`src/rtl/eop_gen_pkg.sv`:
```
// Shared definitions for the eop_gen stream framer: FSM state encoding and default sizing.
package eop_gen_pkg;

  typedef enum logic [1:0] {
    IDLE  = 2'd0,
    HOLD  = 2'd1,
    DRAIN = 2'd2
  } eop_gen_state_t;

  localparam int unsigned EOP_GEN_TIMEOUT_DEF = 256;
  localparam int unsigned EOP_GEN_LEN_W_DEF   = 16;

endpackage

```
`src/rtl/eop_timeout_cnt.sv`:
```
// Saturating idle counter with synchronous clear; hit is registered and high once the count equals MAX.
// MAX = 0 disables the counter: hit never asserts.
module eop_timeout_cnt #(
  parameter int unsigned MAX = 256
) (
  input  logic clk,
  input  logic rst_n,
  input  logic clear,
  input  logic en,
  output logic hit
);

  localparam int unsigned CNT_W = (MAX < 2) ? 1 : $clog2(MAX + 1);

  logic [CNT_W-1:0] cnt_q;
  logic [CNT_W-1:0] cnt_nxt;

  // Clear wins over enable; the count sticks at MAX.
  always_comb begin
    cnt_nxt = cnt_q;
    if (clear) begin
      cnt_nxt = '0;
    end else if (en && (cnt_q != CNT_W'(MAX))) begin
      cnt_nxt = cnt_q + CNT_W'(1);
    end
  end

  always_ff @(posedge clk) begin
    if (!rst_n) begin
      cnt_q <= '0;
      hit   <= 1'b0;
    end else begin
      cnt_q <= cnt_nxt;
      hit   <= (MAX != 0) && (cnt_nxt == CNT_W'(MAX));
    end
  end

endmodule

```
`src/rtl/eop_gen.sv`:
```
// SOP-marked to LAST-marked stream framer with a one-beat look-ahead hold register.
// Optional beat-length output is built only when EOP_GEN_LEN_EN is defined.
module eop_gen
  import eop_gen_pkg::*;
#(
  parameter int unsigned DATA_W  = 64,
  parameter int unsigned TIMEOUT = EOP_GEN_TIMEOUT_DEF,
  parameter int unsigned LEN_W   = EOP_GEN_LEN_W_DEF
) (
  input  logic              clk,
  input  logic              rst_n,
  input  logic              in_valid_i,
  output logic              in_ready_o,
  input  logic [DATA_W-1:0] in_data_i,
  input  logic              in_sop_i,
  input  logic              flush_i,
  output logic              out_valid_o,
  input  logic              out_ready_i,
  output logic [DATA_W-1:0] out_data_o,
  output logic              out_last_o,
  output logic [LEN_W-1:0]  len_o,
  output logic              sop_err_o
);

  eop_gen_state_t    state_q;
  logic [DATA_W-1:0] hold_q;
  logic              to_hit;
  logic              close;
  logic              load;

  assign close = (state_q == HOLD) && (flush_i || to_hit);
  assign load  = in_valid_i && in_ready_o;

  // Handshake outputs; in HOLD they follow the look-ahead beat combinationally.
  always_comb begin
    in_ready_o  = 1'b0;
    out_valid_o = 1'b0;
    out_last_o  = 1'b0;
    case (state_q)
      IDLE: in_ready_o = 1'b1;
      HOLD: begin
        if (!close) begin
          out_valid_o = in_valid_i;
          out_last_o  = in_sop_i;
          in_ready_o  = out_ready_i;
        end
      end
      DRAIN: begin
        out_valid_o = 1'b1;
        out_last_o  = 1'b1;
      end
      default: ;
    endcase
    if (!rst_n) begin
      in_ready_o  = 1'b0;
      out_valid_o = 1'b0;
      out_last_o  = 1'b0;
    end
  end

  always_ff @(posedge clk) begin
    if (!rst_n) begin
      state_q   <= IDLE;
      sop_err_o <= 1'b0;
    end else begin
      case (state_q)
        IDLE: begin
          if (load) begin
            state_q <= HOLD;
            if (!in_sop_i) sop_err_o <= 1'b1;
          end
        end
        HOLD:    if (close) state_q <= DRAIN;
        DRAIN:   if (out_ready_i) state_q <= IDLE;
        default: state_q <= IDLE;
      endcase
    end
  end

  // Hold register content is don't-care until the first load.
  always_ff @(posedge clk) begin
    if (load) hold_q <= in_data_i;
  end

  assign out_data_o = hold_q;

  eop_timeout_cnt #(
    .MAX (TIMEOUT)
  ) u_timeout (
    .clk   (clk),
    .rst_n (rst_n),
    .clear (load || close),
    .en    ((state_q == HOLD) && !in_valid_i),
    .hit   (to_hit)
  );

`ifdef EOP_GEN_LEN_EN
  logic [LEN_W-1:0] beat_cnt_q;
  logic             out_hs;

  assign out_hs = out_valid_o && out_ready_i;

  always_ff @(posedge clk) begin
    if (!rst_n) begin
      beat_cnt_q <= '0;
    end else if (out_hs) begin
      if (out_last_o) begin
        beat_cnt_q <= '0;
      end else if (beat_cnt_q != '1) begin
        beat_cnt_q <= beat_cnt_q + LEN_W'(1);
      end
    end
  end

  // Saturating +1 so a maximal-length packet reports all-ones instead of wrapping.
  always_comb begin
    len_o = '0;
    if (out_valid_o && out_last_o) begin
      len_o = (beat_cnt_q == '1) ? beat_cnt_q : beat_cnt_q + LEN_W'(1);
    end
  end
`else
  assign len_o = '0;
`endif

endmodule

```
`config.mk`:
```
export PLATFORM = sky130hd
export DESIGN_NAME = eop_gen
export DESIGN_NICKNAME = d
export VERILOG_FILES = /design/src/rtl/eop_gen_pkg.sv /design/src/rtl/eop_timeout_cnt.sv /design/src/rtl/eop_gen.sv
export SDC_FILE = /design/constraint.sdc
export NUM_CORES = 1
export LEC_CHECK = 0
export BUFFER_PORTS_ARGS = -buffer_cell sky130_fd_sc_hd__buf_2
export CAP_MARGIN = 15
export CELL_PAD_IN_SITES_DETAIL_PLACEMENT = 1
export CELL_PAD_IN_SITES_GLOBAL_PLACEMENT = 2
export CORE_MARGIN = 3
export CORE_UTILIZATION = 28
export DETAILED_ROUTE_END_ITERATION = 16
export PLACE_DENSITY = 0.83
export SETUP_SLACK_MARGIN = 0.15
export SLEW_MARGIN = 30
export SYNTH_ARGS = -nofsm -noshare
export SYNTH_HDL_FRONTEND = slang
export SYNTH_SLANG_ARGS = --single-unit
```
`constraint.sdc`:
```
create_clock -name clk -period 3.3 [get_ports clk]
set_clock_uncertainty 0.05 [all_clocks]
set_input_delay 0.165 -clock clk [delete_from_list [all_inputs] [get_ports clk]]
set_output_delay 0.165 -clock clk [all_outputs]
set_load 0.01 [all_outputs]
```
==> impl_metrics.tcl <==
set metrics [dict create \
    drc_errors 0 \
    slowest_delay_ps 430 \
    dieArea_sq_um 11500 \
    fin_crit_ps 2430 \
    cts_inserted_buffers 9 \
    yosysSeqAreaShare_pct 75.7 \
    tritoncts "done" \
    drt_wl_total_um 9770 \
    crit_path_cell_trace "inv_1 -> ha_1 -> nor3b_1 -> buf_4 -> a21oi_1 -> nor2b_1 -> and2_2 -> buf_12" \
    synth_warnings 0 \
    rsz0062_at_grt "false" \
    htree_levels 3 \
    nNetsFinal 465 \
    die_w_um 107 \
    min_period_over_period_pct 73.6 \
    clk_pin_slew_ps 80 \
    final_cell_mix "buf_2, dlygate4sd3_1, edfxtp_1" \
    path_class "reg -> reg" \
    synth.area.mux_share_pct 1.04 \
    max_freq_mhz 411 \
    core_area_sq_um 9910 \
    final_common_cell "buf_2" \
    cp.required_ps 3260 \
    syn-cell-area_sq_um 2880 \
    hold_class "in -> reg" \
    yosysTopAreaCellShare_pct 66.7 \
    yosys.area_share.simple_pct 7.38 \
    firstDrtPassIters 4 \
    utilization_pct 45.8 \
    drt-initial-drc-count 124 \
    area_delta_synth_final_pct 57.6 \
    clockRootBuffer "clkbuf_8" \
    setup_tns_ps 0 \
    setup_viol 0 \
    end_kind "flop" \
    status "finished clean" \
    powerDensity_nw_per_um2 483 \
    cts_resized 0 \
    wl_per_cell_um 18.5 \
    ys_ff_latch 77 \
    antenna_cells 0 \
    synth-compound-area-share_pct 5.17 \
    synth_top_family_by_area "simple AND/OR/NAND/NOR gates" \
    num_vias 2272 \
    drtAntennaViolNets 0 \
    synth_fa_ha_area_share_pct 2.61 \
    cp.arrival_ps 2390 \
    syn_inst 179 \
    portBuffers 137 \
    ir_worst_vdd_uv 194 \
    cp-start-kind "flop" \
    finalHoldWorstSlack_ps 68.5 \
    p_leak_uw 0.00188 \
    start_util_pct 29.1 \
    critPathMaxFanout 49 \
    vias_per_cell 4.31 \
    clkLatencyLatePin_ps 330 \
    clk_path_buf_depth 2 \
    grt_pass1_wl_um 14500 \
    io_pins 154 \
    power.total_uw 2190 \
    die_y_um 107 \
    slew_viol_final 0 \
    overflow 0 \
    synth_area_leaders "edfxtp_1, dfxtp_1, buf_4, ha_1, nor2_1" \
    cp_slowest_cell "and2_2" \
    yosys.area.top_type "edfxtp_1" \
    grt_max_degree 50 \
    hpwlAfterDp_um 5930 \
    synth.avg_cell_area_sq_um 16.1 \
    grt_usage_pct 16.7 \
    cts.sinks 77 \
    grt_pass1_vias 2410 \
    antenna_found_initial 0 \
    rows 36 \
    synth_xor_area_share_pct 2.43 \
    yosysUniqueCellTypes 40 \
    drive_above_1_share_pct 40.6 \
    max_cap_viol_count 0 \
    final_hold_viol_count 0 \
    gp_congestion 0.733 \
]
routing by layer:
metal  global-route usage (%)  share of wire (%)
met4                     4.78                1.9
met5                        0                  0
met1                     18.6                 39
met3                     5.40                8.8
met2                     30.5                 50
stage by stage:
| step | setup slack, ps | area [sq um] | cells |
|---|---|---|---|
| after floorplan | 534 | 2940 | 194 |
| after global placement | 1010 | 3680 | 447 |
| after detailed placement | 867 | 3680 | 447 |
| after CTS | 842 | 4540 | 527 |
| after global routing | 669 | 4540 | 527 |
| final | 870 | 4540 | 527 |
worst paths after layout:
| kind | from | endpoint | slack (ps) | cells after the start |
|---|---|---|---|---|
| max reg2reg | state_q[1] | out_data_o[51] | 870 | 8 |
| max | state_q[1] | out_data_o[51] | 870 | 8 |
| min reg2reg | sop_err_o | sop_err_o | 430 | 1 |
| min | rst_n | sop_err_o | 70 | 2 |
report_power, final:
| group | internal, uW | switching [uW] |
|---|---|---|
| combinational | 138 | 152 |
| sequential | 1120 | 21.1 |
| clock | 425 | 337 |
| total | 1680 | 511 |
what timing repair did:
action | 4_1_cts | 5_1_grt
endpoints found under the hold margin | 64 | 0
setup buffers | 0 | 0
hold buffers | 64 | 0
worst max-delay path, delay by kind of cell, from the launching register on:
family          cells  cell delay, ps
simple gates        3             790
compound gates      1              70
flops               1             330
fa+ha+maj           1             250
buf+inv             3             600
area by class of cell:
type | instances | area [sq um]
Clock inverter | 6 | 87.6
Multi-Input combinational cell | 91 | 597
Fill cell | 1083 | 5370
Sequential cell | 77 | 2180
Timing Repair Buffer | 203 | 1350
Clock buffer | 10 | 128
Inverter | 7 | 26.3
Tap cell | 133 | 166
kinds of logic after synthesis:
| kind of cell | Yosys count |
|---|---|
| other | 1 |
| adders and majority gates | 6 |
| buffers and inverters | 26 |
| and+or+nand+nor | 38 |
| DFF | 77 |
| AOI/OAI and AO/OA | 20 |
| muxes | 3 |
| xor gates and xnor gates | 8 |
Yosys cell counts:
master / instances
o2111a_1: 1
nand4_1: 3
nor2_1: 11
and3b_1: 1
o211ai_2: 1
nor2b_1: 3
mux2i_1: 3
a21o_1: 1
or4_1: 1
dfxtp_1: 13
or3_2: 1
and2b_2: 1
conb_1: 1
and3_1: 2
nand3_2: 1
o311a_1: 1
a211oi_1: 2
ha_1: 6
inv_1: 7
nor3b_1: 1
a2111oi_2: 1
o21a_1: 1
buf_4: 16
nand3_1: 1
a21oi_1: 6
xor2_1: 4
o21ai_0: 2
and2_2: 1
clkbuf_1: 2
xnor2_1: 4
and4_1: 1
nand2b_2: 1
nand2b_1: 1
nand2_1: 4
edfxtp_1: 64
buf_2: 1
o31ai_1: 2
a31oi_1: 1
a311oi_1: 1
nor3_1: 4
registers in the layout (all words and copies together) (netlist names):
signal	cells
out_data_o	64
sop_err_o	1
state_q	2
u_timeout.cnt_q	9
u_timeout.hit	1
No activity file was read; power rests on OpenSTA's default activity.
